`config.mk`:
```
export PLATFORM = sky130hd
export DESIGN_NAME = numarator_descrescator
export DESIGN_NICKNAME = d
export VERILOG_FILES = /design/src/rtl/numarator_pkg.sv /design/src/rtl/cifra_desc.sv /design/src/rtl/numarator_descrescator.sv
export SDC_FILE = /design/constraint.sdc
export NUM_CORES = 1
export LEC_CHECK = 0
export ABC_CLOCK_PERIOD_IN_PS = 1770
export BUFFER_PORTS_ARGS = -buffer_cell sky130_fd_sc_hd__clkbuf_2
export CAP_MARGIN = 20
export CORE_MARGIN = 4
export CORE_UTILIZATION = 40
export DETAILED_ROUTE_END_ITERATION = 10
export HOLD_SLACK_MARGIN = 0.15
export MAX_ROUTING_LAYER = met4
export PLACE_DENSITY = 0.6
export SYNTH_ARGS = -nofsm -noshare
export SYNTH_HDL_FRONTEND = slang
export SYNTH_SLANG_ARGS = --single-unit
```
`constraint.sdc`:
```
create_clock -name clk_out_led -period 1.77 [get_ports clk_out_led]
set_input_delay 0.0885 -clock clk_out_led [delete_from_list [all_inputs] [get_ports clk_out_led]]
set_output_delay 0.0885 -clock clk_out_led [all_outputs]
set_load 0.005 [all_outputs]
```
`src/rtl/numarator_pkg.sv`:
```
// Shared types and constants for the mm:ss countdown timer (numarator_descrescator).
package numarator_pkg;

    localparam int VAL_W   = 6;
    localparam int SEC_MAX = 59;

    typedef enum logic [1:0] {
        IDLE  = 2'd0,
        RUN   = 2'd1,
        PAUSE = 2'd2,
        DONE  = 2'd3
    } state_t;

    // Saturate an operator-entered digit pair to the largest legal value.
    function automatic logic [VAL_W-1:0] clamp_val(input logic [VAL_W-1:0] v,
                                                  input logic [VAL_W-1:0] lim);
        return (v > lim) ? lim : v;
    endfunction

endpackage

```
`src/rtl/cifra_desc.sv`:
```
// One mod-(MAX+1) down-counting digit field with load, enable and a borrow
// that fires while the field is at zero and enabled (i.e. on the wrap to MAX).
module cifra_desc
    import numarator_pkg::*;
#(
    parameter int MAX = SEC_MAX
) (
    input  logic             clk,
    input  logic             reset,
    input  logic             en,
    input  logic             ld,
    input  logic [VAL_W-1:0] ld_val,
    output logic [VAL_W-1:0] value,
    output logic             borrow
);

    localparam logic [VAL_W-1:0] MAX_V = VAL_W'(MAX);
    localparam logic [VAL_W-1:0] ONE_V = VAL_W'(1);

    assign borrow = en && (value == '0);

    always_ff @(posedge clk) begin
        if (reset) begin
            value <= '0;
        end else if (ld) begin
            value <= ld_val;
        end else if (en) begin
            value <= (value == '0) ? MAX_V : value - ONE_V;
        end
    end

endmodule

```
`src/rtl/numarator_descrescator.sv`:
```
// mm:ss countdown timer with load/start/pause control.
// Optional NUMARATOR_AUTO_RELOAD_EN: restart from the stored value instead of stopping at 00:00.
module numarator_descrescator
    import numarator_pkg::*;
#(
    parameter int MAX_MIN = 59
) (
    input  logic             clk_out_led,
    input  logic             reset,
    input  logic             load,
    input  logic [VAL_W-1:0] min_in,
    input  logic [VAL_W-1:0] sec_in,
    input  logic             start,
    input  logic             pauza,
    output logic [VAL_W-1:0] valoarea_min,
    output logic [VAL_W-1:0] valoarea_sec,
    output logic             borrow_out,
    output logic             gata,
    output logic             activ
);

`ifdef NUMARATOR_AUTO_RELOAD_EN
    localparam bit AUTO_RELOAD = 1'b1;
`else
    localparam bit AUTO_RELOAD = 1'b0;
`endif

    localparam logic [VAL_W-1:0] MIN_LIM = VAL_W'(MAX_MIN);
    localparam logic [VAL_W-1:0] SEC_LIM = VAL_W'(SEC_MAX);

    state_t           state;
    state_t           state_next;
    logic [VAL_W-1:0] stored_min;
    logic [VAL_W-1:0] stored_sec;
    logic [VAL_W-1:0] load_min;
    logic [VAL_W-1:0] load_sec;
    logic [VAL_W-1:0] cnt_ld_min;
    logic [VAL_W-1:0] cnt_ld_sec;
    logic             cnt_ld;
    logic             dec_en;
    logic             sec_borrow;
    logic             unused_min_borrow;
    logic             count_zero;
    logic             count_one;
    logic             stored_nonzero;

    assign load_min       = clamp_val(min_in, MIN_LIM);
    assign load_sec       = clamp_val(sec_in, SEC_LIM);
    assign count_zero     = (valoarea_min == '0) && (valoarea_sec == '0);
    assign count_one      = (valoarea_min == '0) && (valoarea_sec == VAL_W'(1));
    assign stored_nonzero = (stored_min != '0) || (stored_sec != '0);

    // The minutes field only steps when the seconds field wraps; it never
    // underflows because the count is never decremented from 00:00.
    cifra_desc #(.MAX(SEC_MAX)) u_sec (
        .clk    (clk_out_led),
        .reset  (reset),
        .en     (dec_en),
        .ld     (cnt_ld),
        .ld_val (cnt_ld_sec),
        .value  (valoarea_sec),
        .borrow (sec_borrow)
    );

    cifra_desc #(.MAX(MAX_MIN)) u_min (
        .clk    (clk_out_led),
        .reset  (reset),
        .en     (sec_borrow),
        .ld     (cnt_ld),
        .ld_val (cnt_ld_min),
        .value  (valoarea_min),
        .borrow (unused_min_borrow)
    );

    always_comb begin
        state_next = state;
        dec_en     = 1'b0;
        cnt_ld     = 1'b0;
        cnt_ld_min = load_min;
        cnt_ld_sec = load_sec;
        case (state)
            RUN: begin
                if (pauza) begin
                    state_next = PAUSE;
                end else if (count_zero) begin
                    // Only reachable with auto-reload: the cycle after 00:00 restarts the run.
                    if (AUTO_RELOAD) begin
                        cnt_ld     = 1'b1;
                        cnt_ld_min = stored_min;
                        cnt_ld_sec = stored_sec;
                    end else begin
                        state_next = DONE;
                    end
                end else begin
                    dec_en = 1'b1;
                    if (count_one && !AUTO_RELOAD) begin
                        state_next = DONE;
                    end
                end
            end
            PAUSE: begin
                if (load) begin
                    cnt_ld     = 1'b1;
                    state_next = IDLE;
                end else if (!pauza) begin
                    state_next = RUN;
                end
            end
            DONE: begin
                if (load) begin
                    cnt_ld     = 1'b1;
                    state_next = IDLE;
                end
            end
            default: begin
                if (load) begin
                    cnt_ld     = 1'b1;
                    state_next = IDLE;
                end else if (!pauza && start && stored_nonzero) begin
                    state_next = RUN;
                end
            end
        endcase
    end

    always_ff @(posedge clk_out_led) begin
        if (reset) begin
            state      <= IDLE;
            stored_min <= '0;
            stored_sec <= '0;
            borrow_out <= 1'b0;
            gata       <= 1'b0;
            activ      <= 1'b0;
        end else begin
            state      <= state_next;
            activ      <= (state_next == RUN) || (state_next == PAUSE);
            borrow_out <= sec_borrow;
            gata       <= dec_en && count_one;
            if (load && (state != RUN)) begin
                stored_min <= load_min;
                stored_sec <= load_sec;
            end
        end
    end

endmodule

```
# Yosys cells after proc, flatten, opt, wreduce, memory -nomap -nowiden
# Index checks and enable logic that the tools add are counted.
# totals
ff_bits,29
latch_bits,0
ramBits,0
mem_bits_ro,0
output_inout_bits,15
n_memories,0
# classes
n_addsub,2
n_mul,0
n_div,0
n_lt_le_gt_ge,2
eq_ne,7
n_shift,0
mux,22
bitwise_logic,0
reduce_logical,16
# op_table
cell,count
$mux 6,8
$mux 2,8
$gt 6x6->1 const B,2
$logic_not 6->1,2
$reduce_bool 6->1,2
$sub 6x1->6 const B,2
$logic_and 1x1->1,7
$eq 2x2->1 const B,3
$eq 6x1->1 const B,1
$pmux 2 s3,1
$mux 1,5
$eq 2x1->1 const B,2
$reduce_bool 2->1,2
$logic_or 1x1->1,2
$ne 2x1->1 const B,1
$logic_not 1->1,1

# Longest topological paths before layout
# Gate-level depths: netlist (run 1).
# depth
depth_word,8
ltp_mapped,7
depth_no_buf,7

# By module
# From an unflattened synthesis (run 1), not the netlist that was laid out.
# unflattened
cells_unflattened,197
area_unflattened_um2,1650.3
# modules_own_cells
module,instances,cells_per_inst,area_each_um2,seq_area_each_um2
numarator_descrescator,1,93,817.0,340.3
cifra_desc (u_sec),1,52,417.9,120.1
cifra_desc (u_min),1,52,415.4,120.1

# Worst setup path before layout (run 1)
# OpenSTA, ideal clock, no wires.
# synth_path
path_type,reg2reg
start,register u_min.value[0]
end,register u_sec.value[2]
arrival_ps,1790
t_required_ps,1684
setup_slack_ps,-106
path_stages_with_launch,8
period_less_slack_ps,1876
cell_sequence,dfxtp_1 inv_1 ha_1 or3b_4 o311a_4 a21oi_2 o211ai_1 a211oi_1
# synth_between
elab_chain_cells,6
# synth_lines
element,line_no,source
from (decl),cifra_desc.sv:13,"output logic [VAL_W-1:0] value,"
from (signal assigned),cifra_desc.sv:26,value <= ld_val;
from (signal assigned),cifra_desc.sv:28,value <= (value == '0) ? MAX_V : value - ONE_V;
$logic_not 6->1,numarator_descrescator.sv:49,assign count_zero = (valoarea_min == '0) && (valoarea_sec == '0);
$logic_and 1x1->1,numarator_descrescator.sv:49,
$mux 1,numarator_descrescator.sv:85,end else if (count_zero) begin
$mux 1,numarator_descrescator.sv:83,if (pauza) begin
$mux 1,numarator_descrescator.sv:81,case (state)
$reduce_bool 2->1 (no source line),n/a,
to (signal assigned),cifra_desc.sv:26,
to (signal assigned),cifra_desc.sv:28,
to (decl),cifra_desc.sv:13,
# Every way passes these cells.
# A chain may end at the register's enable or synchronous reset.

# Final worst setup path (run 1)
# layout_path
start,register u_min.value[0]
end,register u_min.value[2]
# layout_between
elab_chain_cells,7
word_cells_on_any_way,11
# layout_lines
element
branches (longest 7 deep; another with $sub 6x1->6)
# Several ways; the timed one is not identified. The select of a mux whose other input is x is not followed.

==> flow_summary.yaml, run 1 <==
run_status:
  status: "finished, violations left"
  violations: "negative setup slack"
drt:
  via_per_inst: 5.376
  ant_nets: 0
  drc_errors: 0
  vias: 1543
  drt-initial-drc-count: 69
  routed_wirelength_um: 4009
  wl_per_cell_um: 13.97
  dr.pass1.iters: 4
timing:
  finalSetupViolCount: 9
  slew_headroom_pct: 59.67
  max_freq_ghz: 0.5354
  rsz0062_at_grt: "true"
  tightest_slew_ns: 0.6049
  hold_viol: 0
  finalWorstSetupSlack_ns: -0.09781
  fin_crit_sh_pct: 105.5
  min_period_ns: 1.868
  fin_skew_ns: 0.004716
  slew_viol_final: 0
layout:
  drive_above_1_share_pct: 33.20
  area_growth_pct: 41.77
  stdcell_count: 287
  nNetsFinal: 261
  n_antenna_cell: 0
critical_path:
  r2r_setup_slack_ns: -0.1
  crit_fanout: 4
  cp.required_ns: 1.97
  cp_top_family: "simple AND/OR/NAND/NOR gates"
  cp_slowest_cell: "or3b_4"
  rr_startpoint: "u_min.value[0]"
  worst_setup_path_end_kind: "flip-flop"
  crit_path_start_kind: "flip-flop"
  crit_chain: "inv_2, ha_4, or3b_4, o311a_4, buf_4, nand3_2, xor2_2, a211oi_2"
  critPathKind: "flip-flop to flip-flop"
  arrival_ns: 2.07
  r2r_cells: 8
  r2r_end: "u_min.value[2]"
  max_stage_delay_ns: 0.39
  crit_buf_inv: 2
place:
  dp_hpwl_um: 2857
  place_inst: 263
  place.gp.congestion: 0.8610
  port_buffers: 31
floorplan:
  die_area_sq_um: 4677
  start_util_pct: 42.71
  coreArea_sq_um: 3416
  die_width_um: 68.39
  die_h_um: 68.39
  design.portCount: 32
  rows: 21
clock_network:
  numClockSinks: 29
  cts_buffers: 5
  cts_tree: "done"
  insertion_delay_ns: 0.33
  cts_root_buffer: "clkbuf_4"
  path_clk_slew_ns: 0.10
  cts_buffer_depth: 2
  ctsHtreeMaxLevel: 2
power:
  power_leakage_nw: 0.8549
  power_density_nw_per_um2: 840.6
  power_mw: 1.739
  vdd_drop_max_v: 0.0004375
hold_path:
  holdPathStages: 4
  worstHoldStart: "load"
  hp-class: "primary input to flip-flop"
  min_to: "stored_min[0]"
yosys:
  async_flop_share_pct: 0
  synth_area_sq_um: 1459
  synth_cell_types: 47
  synth_seq_cells: 29
  syn_area_per_cell_sq_um: 8.289
  dominantRegCellSynth: "dfxtp_1"
  synth_nets: 197
  yosysSeqAreaShare_pct: 39.79
  synth_edf_count: 0
  syn_inst: 176
  yosys_warnings: 0
global_routing:
  grt_use_total_pct: 19.70
  grt_pass1_wl_um: 6534
  antenna_found_initial: 0
  grt_max_degree: 28
  gr-total-overflow: 0
  grt_pass1_vias: 1473
flow_run:
  drv_cap: 0
[synthesized netlist by cell type, types with 3 or more instances]
cell type	number	area share, %
dfxtp_1	29	40
nor2b_1	4	1.7
or3_1	3	1.3
or4_1	3	1.5
inv_1	6	1.5
nor3_1	3	1.0
nor2_1	16	4.1
a31oi_1	4	1.7
o211ai_1	3	1.5
ha_1	4	3.4
nand3_1	13	4.5
a21oi_1	12	4.1
o21ai_0	5	1.7
nand2_1	21	5.4
clkbuf_1	5	1.3
[per-layer routing]
layer	share of wire, %	track usage [%]
met5	0	-
met2	47	31.11
met3	7.1	5.255
met1	44	23.35
met4	1.3	8.685
[cells in the final DEF (no fill, tap or decap), types with 4 or more instances in the layout]
cell type      netlist  layout
nand3_1             13      12
clkbuf_2             0      31
nand2_1             21      20
nor2_1              16      16
nor2b_1              4       4
inv_1                6       4
buf_4                0      20
dlygate4sd3_1        0      13
a31oi_1              4       4
clkbuf_4             0       5
a21oi_1             12      12
o21ai_0              5       4
dfxtp_1             29      27
[what timing repair did]
item / in CTS / in global routing
pin swaps: 3 / 6
hold buffers: 13 / 0
gates resized for setup: 2 / 6
hold endpoints to repair: 21 / 0
endpoints found under the setup margin: 10 / 14
buffers inserted: 1 / 2
[worst max path at each step]
stage              startpoint  cells after the start             end  slack (ns)
6_report       u_min.value[0]                      8  u_min.value[2]        -0.1
5_1_grt        u_min.value[0]                      7  u_min.value[5]       -0.18
4_1_cts        u_min.value[0]                      7  u_sec.value[2]       -0.09
3_5_place_dp   u_min.value[1]                      7  u_min.value[3]       -0.08
3_3_place_gp   u_min.value[1]                      7  u_sec.value[2]       -0.03
2_1_floorplan  u_min.value[0]                      7  u_sec.value[2]       -0.02
[state kept, by name (all words and copies together) (netlist names)]
register / count
u_sec.value: 6
gata: 1
stored_min: 6
state: 2
borrow_out: 1
stored_sec: 6
u_min.value: 6
activ: 1
[kinds of logic after synthesis]
group	share of synthesized area, %
XOR/XNOR	2.402
adder cells (fa/ha/maj)	3.431
AND/OR/NAND/NOR	29.33
buffers and inverters	3.345
flip-flops	39.79
AO/OA/AOI/OAI	21.70
[metrics by stage]
stage	cell area (sq um)	setup WS (ns)	utilization [%]	setup TNS, ns	hold slack (ns)
after global placement	1795	-0.03202	52.56	-0.1167	0.3632
after global routing	2068	-0.1843	60.55	-1.666	0.2186
after detailed placement	1795	-0.07515	52.56	-0.3714	0.3714
after floorplan	1481	-0.01802	-	-0.02099	0.2245
final	2068	-0.09781	60.55	-0.5065	0.2009
after CTS	2024	-0.08998	59.27	-0.3589	0.1918
[report_power, final]
part | leakage, nW | switching [mW] | internal [mW] | total, mW
clock network | 0.0445 | 0.250 | 0.336 | 0.585
registers | 0.240 | 0.0368 | 0.698 | 0.735
logic | 0.571 | 0.213 | 0.205 | 0.419
total | 0.855 | 0.500 | 1.24 | 1.74
[layout make-up]
class	count	area, sq um
clock buffers	6	51.30
clock inverters	2	37.54
fillers	327	1348
inverters	6	22.52
multi-input cells	134	880.8
flip-flops and latches	29	583.1
well taps	46	57.56
repair buffers	64	435.4
[worst reg2reg max path: stages (launching register included)]
cell      delay (ns)
dfxtp_2         0.34
inv_2           0.07
ha_4            0.13
or3b_4          0.39
o311a_4         0.35
buf_4           0.15
nand3_2         0.08
xor2_2          0.16
a211oi_2        0.08
(Power assumes the default switching activity.)
==> inputs of run 2 (changes only) <==
- SETUP_SLACK_MARGIN: unset -> 0.5
==> run 2 against run 1 <==
  * The flow still finishes with violations (negative setup slack)
  * Non-clock buffer count increased by 4
  * Power decreased by 4.0%
  * Clock power decreased by 28%
  * Sequential power increased by 1%
  * Clock skew increased by 0.0048 ns
  * Critical path type unchanged
  * Highest routed layer unchanged
==> flow_summary.yaml, run 2 (synthesis results as in run 1) <==
power:
  p_int_mw: 1.141
  p_sw_mw: 0.5276
  p_sw_share_pct: 31.62
  seq_power_share_pct: 44.5
  combPwrFrac_pct: 30.4
  vdd_drop_max_v: 0.0004209
  clkPwrFrac_pct: 25.2
  power_leakage_nw: 0.8882
  power_density_nw_per_um2: 755.9
critical_path:
  crit_path_start_kind: "flip-flop"
  r2r_end: "u_sec.value[3]"
  crit_fanout: 4
  r2r_setup_slack_ns: -0.14
  cp.required_ns: 2.01
  critPathKind: "flip-flop to flip-flop"
  rr_startpoint: "u_min.value[0]"
  arrival_ns: 2.15
  r2r_cells: 7
  worst_setup_path_end_kind: "flip-flop"
timing:
  slew_headroom_pct: 60.39
  finalHoldWorstSlack_ns: 0.1655
  tightest_slew_ns: 0.5941
  finalSetupViolCount: 15
  tns_ns: -0.9833
  fin_skew_ns: 0.009520
  finalWorstSetupSlack_ns: -0.1399
  hold_viol: 0
  min_period_ns: 1.910
  max_freq_ghz: 0.5236
  slew_viol_final: 0
  fin_crit_sh_pct: 107.9
  rsz0062_at_grt: "true"
global_routing:
  antenna_found_initial: 0
  grt_pass1_wl_um: 6962
  grt_use_total_pct: 20.34
  grt_max_degree: 28
  gr-total-overflow: 0
  grt_pass1_vias: 1515
clock_network:
  numClockSinks: 29
  cts_buffers: 5
  path_clk_slew_ns: 0.10
  cts_root_buffer: "clkbuf_4"
  cts_tree: "done"
  cts_buffer_depth: 2
  insertion_delay_ns: 0.33
  ctsHtreeMaxLevel: 2
layout:
  filler_cell_count: 289
  mostFrequentLayoutCell: "clkbuf_2"
  multiInputGateArea_sq_um: 992.2
  area_growth_pct: 51.29
  stdcell_area_sq_um: 2207
  layout_common_cells: "31 x clkbuf_2, 22 x buf_4, 21 x dfxtp_1, 18 x nand2_1, 16 x nor2_1"
  drive_above_1_share_pct: 41.80
  stdcell_count: 290
  nNetsFinal: 265
  n_antenna_cell: 0
  register_area_sq_um: 593.1
drt:
  routed_wirelength_um: 4454
  drt-initial-drc-count: 179
  drc_errors: 0
  wl_per_cell_um: 15.36
  dr.pass1.iters: 4
  via_per_inst: 5.579
  ant_nets: 0
  vias: 1618
floorplan:
  die_h_um: 68.39
  rows: 21
  coreArea_sq_um: 3416
  design.portCount: 32
  start_util_pct: 42.71
  die_area_sq_um: 4677
  die_width_um: 68.39
hold_path:
  hp-class: "primary input to flip-flop"
  min_to: "state[0]"
  worstHoldStart: "start"
  holdPathStages: 4
run_status:
  violations: "negative setup slack"
  status: "finished, violations left"
place:
  dp_slack_ns: -0.09578
  dp_hpwl_um: 2934
  dpl-instance-area_sq_um: 1803
  place.gp.congestion: 0.8559
  place_inst: 263
  port_buffers: 31
flow_run:
  drv_cap: 0
-- run 2: worst max-delay path, cell delays in order (launching register included) --
cell and delay [ns]:
dfxtp_2 0.33, inv_2 0.07, ha_4 0.13, or3b_4 0.39, or3_1 0.38, o21ai_2 0.18
o211ai_1 0.13, a41oi_1 0.22
-- run 2: worst max path at each step --
| stage | start | to | slack, ns | depth (start not counted) |
|---|---|---|---|---|
| final | u_min.value[0] | u_sec.value[3] | -0.14 | 7 |
| after global routing | u_min.value[0] | u_sec.value[2] | -0.21 | 7 |
| after CTS | u_min.value[0] | u_sec.value[2] | -0.1 | 7 |
| after detailed placement | u_min.value[1] | u_sec.value[2] | -0.1 | 7 |
| after global placement | u_min.value[1] | u_sec.value[2] | -0.04 | 7 |
| after floorplan | u_min.value[0] | u_sec.value[2] | -0.02 | 7 |
-- run 2: power groups by stage --
| stage | Clock (mW) | Sequential (mW) | Combinational [mW] |
|---|---|---|---|
| after global routing | 0.464 | 0.747 | 0.549 |
| after CTS | 0.423 | 0.737 | 0.462 |
| final | 0.420 | 0.742 | 0.507 |
| after floorplan | 0 | 0.753 | 0.228 |
| after global placement | 0 | 0.747 | 0.371 |
| after detailed placement | 0 | 0.749 | 0.377 |
-- run 2: final cells by class --
class,count,share of cell area [%]
multi-input combinational,134,44.95
tap,46,2.608
sequential,29,26.87
timing repair buffer,68,22.05
inverter,6,1.020
clock buffer,7,2.494
-- run 2: stage by stage --
| stage | total power, mW | utilization [%] |
|---|---|---|
| after floorplan | 0.9809 | - |
| after global placement | 1.117 | 52.78 |
| after detailed placement | 1.126 | 52.78 |
| after CTS | 1.622 | 61.98 |
| final | 1.668 | 64.62 |
| after global routing | 1.760 | 64.62 |
-- run 2: repair_timing --
item                                    CTS  global route
endpoints found under the hold margin    20             0
gates resized for setup                  25            14
hold buffers                             12             0
pin swaps                                11            11
endpoints found under the setup margin   28            27
buffers inserted                          5             3
-- run 2: layer usage --
metal / routed length, um / global-route usage [%] / up-vias
met5: 0 / - / -
li1: - / - / 775
met3: 277 / 3.448 / 8
met2: 2141 / 32.90 / 58
met1: 1982 / 26.17 / 777
met4: 53 / 5.211 / 0
==> inputs of run 3 (changes only) <==
- ABC_AREA: unset -> 1
- PLACE_DENSITY: 0.6 -> 0.59
==> run 3 against run 2 <==
  * The run now ends clean
  * Power grew 13%
  * Die area grew 9.7%
  * Clock power grew 26%
  * Worst hold slack lost 0.041 ns
  * Sequential cell count is the same
  * Combinational power grew 18%
  * Global-route usage shrank 1.7 points
  * Clock-buffer cell count shrank 1
  * Non-clock buffer count shrank 12
  * Critical endpoint is now u_sec.value[2]
==> flow_summary.yaml, run 3 <==
timing:
  rsz0062_at_grt: "true"
  fin_skew_ns: 0.002320
  slew_viol_final: 0
  slew_headroom_pct: 68.23
  tightest_slew_ns: 0.4730
  finalHoldWorstSlack_ns: 0.1242
  fin_crit_sh_pct: 77.50
  finalSetupViolCount: 0
  hold_viol: 0
  max_freq_ghz: 0.7290
  min_period_ns: 1.372
  tns_ns: 0
yosys:
  yosys.area.top_type: "dfxtp_1"
  yosysTopAreaCellShare_pct: 35.86
  synth_seq_cells: 29
  synth_area_leaders: "dfxtp_1 36%, nand2_1 14%, nor2_1 6.5%"
  synth_nets: 252
  yosys_warnings: 0
  syn_inst: 231
  synth_area_sq_um: 1619
  dominantRegCellSynth: "dfxtp_1"
  async_flop_share_pct: 0
  yosysSeqAreaShare_pct: 35.86
  synth_cell_types: 32
  ys_top_cells_by_count: "60 x nand2_1, 29 x dfxtp_1, 28 x nor2_1"
  synth_edf_count: 0
  synth_most_common_cell: "nand2_1"
  syn_area_per_cell_sq_um: 7.009
critical_path:
  cp_slowest_cell: "dfxtp_4"
  rr_startpoint: "u_sec.value[0]"
  crit_path_end: "u_sec.value[2]"
  cp.required_ns: 1.98
  crit_path_start_kind: "flip-flop"
  crit_fanout: 7
  crit_path_start: "u_sec.value[0]"
  r2r_setup_slack_ns: 0.40
  cpMostUsedCell: "nand2_4"
  worst_setup_path_end_kind: "flip-flop"
  worst-path-stages: 10
  crit_buf_inv: 2
  critPathKind: "flip-flop to flip-flop"
  crit_chain: "inv_4, ha_4, nand2_4, nor2_8, nand2_2, nand3_4, nand2_8, clkinv_8, nand2_4, a21oi_2"
  arrival_ns: 1.58
  max_stage_delay_ns: 0.36
  r2r_cells: 10
  r2r_end: "u_sec.value[2]"
  cp_top_family: "simple AND/OR/NAND/NOR gates"
layout:
  area_growth_pct: 40.96
  mostFrequentLayoutCell: "nand2_1"
  fin_util_pct: 60.08
  layout_common_cells: "56 x nand2_1, 31 x clkbuf_2, 22 x nor2_1, 19 x dfxtp_1"
  n_antenna_cell: 0
  nNetsFinal: 309
  stdcell_count: 337
  drive_above_1_share_pct: 42.21
clock_network:
  numClockSinks: 29
  cts_buffer_depth: 2
  cts_root_buffer: "clkbuf_8"
  cts_tree: "done"
  cts_buffers: 5
  path_clk_slew_ns: 0.06
  ctsHtreeMaxLevel: 2
  insertion_delay_ns: 0.28
floorplan:
  start_util_pct: 42.62
  coreArea_sq_um: 3799
  die_area_sq_um: 5129
  rows: 22
  design.portCount: 32
  die_width_um: 71.62
  die_h_um: 71.62
power:
  power_mw: 1.879
  power_density_nw_per_um2: 823.4
  vdd_drop_max_v: 0.0006174
  power_leakage_nw: 1.042
global_routing:
  grt-busiest-layer: "met2"
  grtUsageMet3_pct: 4.208
  grt_use_total_pct: 18.61
  antenna_found_initial: 0
  grt_pass1_wl_um: 7341
  grt_use_met1_pct: 22.30
  met2_usage_pct: 30.61
  grt_pass1_vias: 1606
  grt_max_degree: 24
  gr-total-overflow: 0
place:
  port_buffers: 31
  place.gp.congestion: 0.8130
  dp_hpwl_um: 2952
  place_inst: 307
drt:
  ant_nets: 0
  vias: 1650
  dr.pass1.iters: 4
  drc_errors: 0
  drt-initial-drc-count: 73
  wl_per_cell_um: 13.04
  via_per_inst: 4.896
  routed_wirelength_um: 4396
run_status:
  status: "finished clean"
flow_run:
  drv_cap: 0
hold_path:
  hp-class: "primary input to flip-flop"
[run 3: cell count changes after synthesis, moves of 5 or more]
cell     delta
nand2_1    +39
nor2_1     +12
o21ai_1     +5
a21oi_1     +6
inv_1      +11
[run 3: timing repair]
item	4_1_cts	5_1_grt
setup endpoints to repair	14	25
gates resized for setup	12	36
buffers inserted	9	6
hold endpoints to repair	6	1
hold buffers	6	1
pin swaps	11	15
[run 3: final cells by class]
| class | count | area (sq um) |
|---|---|---|
| tap | 48 | 60.06 |
| timing repair buffer | 56 | 380.4 |
| multi-input combinational | 174 | 1056 |
| clock inverter | 2 | 10.01 |
| clock buffer | 6 | 72.57 |
| inverter | 22 | 107.6 |
| sequential | 29 | 595.6 |
| fill | 371 | 1516 |
[run 3: per-layer routing]
metal / vias up / part of all wire, %
met5: - / 0
met4: 0 / 0.77
met3: 4 / 4.1
met2: 37 / 52
met1: 747 / 44
li1: 862 / -
[run 3: worst min-delay path by stage]
stage	from	endpoint	slack [ns]	cells past startpoint
2_1_floorplan	reset	u_sec.value[5]	0.15	1
3_3_place_gp	sec_in[4]	stored_sec[4]	0.36	3
3_5_place_dp	sec_in[4]	stored_sec[4]	0.36	3
4_1_cts	min_in[4]	stored_min[4]	0.16	5
5_1_grt	min_in[0]	stored_min[0]	0.15	3
6_report	min_in[0]	stored_min[0]	0.12	3
[run 3: cells by family (layout without fill, tap and decap cells)]
kind of cell	after synthesis	in the layout	share of synthesized area [%]
AO/OA/AOI/OAI	39	39	13.45
XOR/XNOR	2	2	1.082
adder cells (fa/ha/maj)	4	4	3.091
buffers and inverters	28	86	8.037
flip-flops	29	29	35.86
AND/OR/NAND/NOR	129	129	38.49
[run 3: worst reg2reg max path, stage by stage (launching register included)]
cell and delay [ns]:
dfxtp_4 0.36, inv_4 0.07, ha_4 0.14, nand2_4 0.06, nor2_8 0.15, nand2_2 0.10
nand3_4 0.10, nand2_8 0.09, clkinv_8 0.08, nand2_4 0.04, a21oi_2 0.11
[run 3: power breakdown]
part           switching, mW  internal (mW)  leakage, nW
sequential            0.0479          0.704        0.242
clock                  0.258          0.272       0.0450
combinational          0.334          0.264        0.755
total                  0.639           1.24         1.04
[run 3: through the flow]
| stage | worst slack [ns] | instance area (sq um) |
|---|---|---|
| after detailed placement | 0.3115 | 1852 |
| after global placement | 0.3523 | 1852 |
| final | 0.3982 | 2282 |
| after global routing | 0.2923 | 2282 |
| after CTS | 0.3986 | 2102 |
| after floorplan | 0.4875 | 1657 |
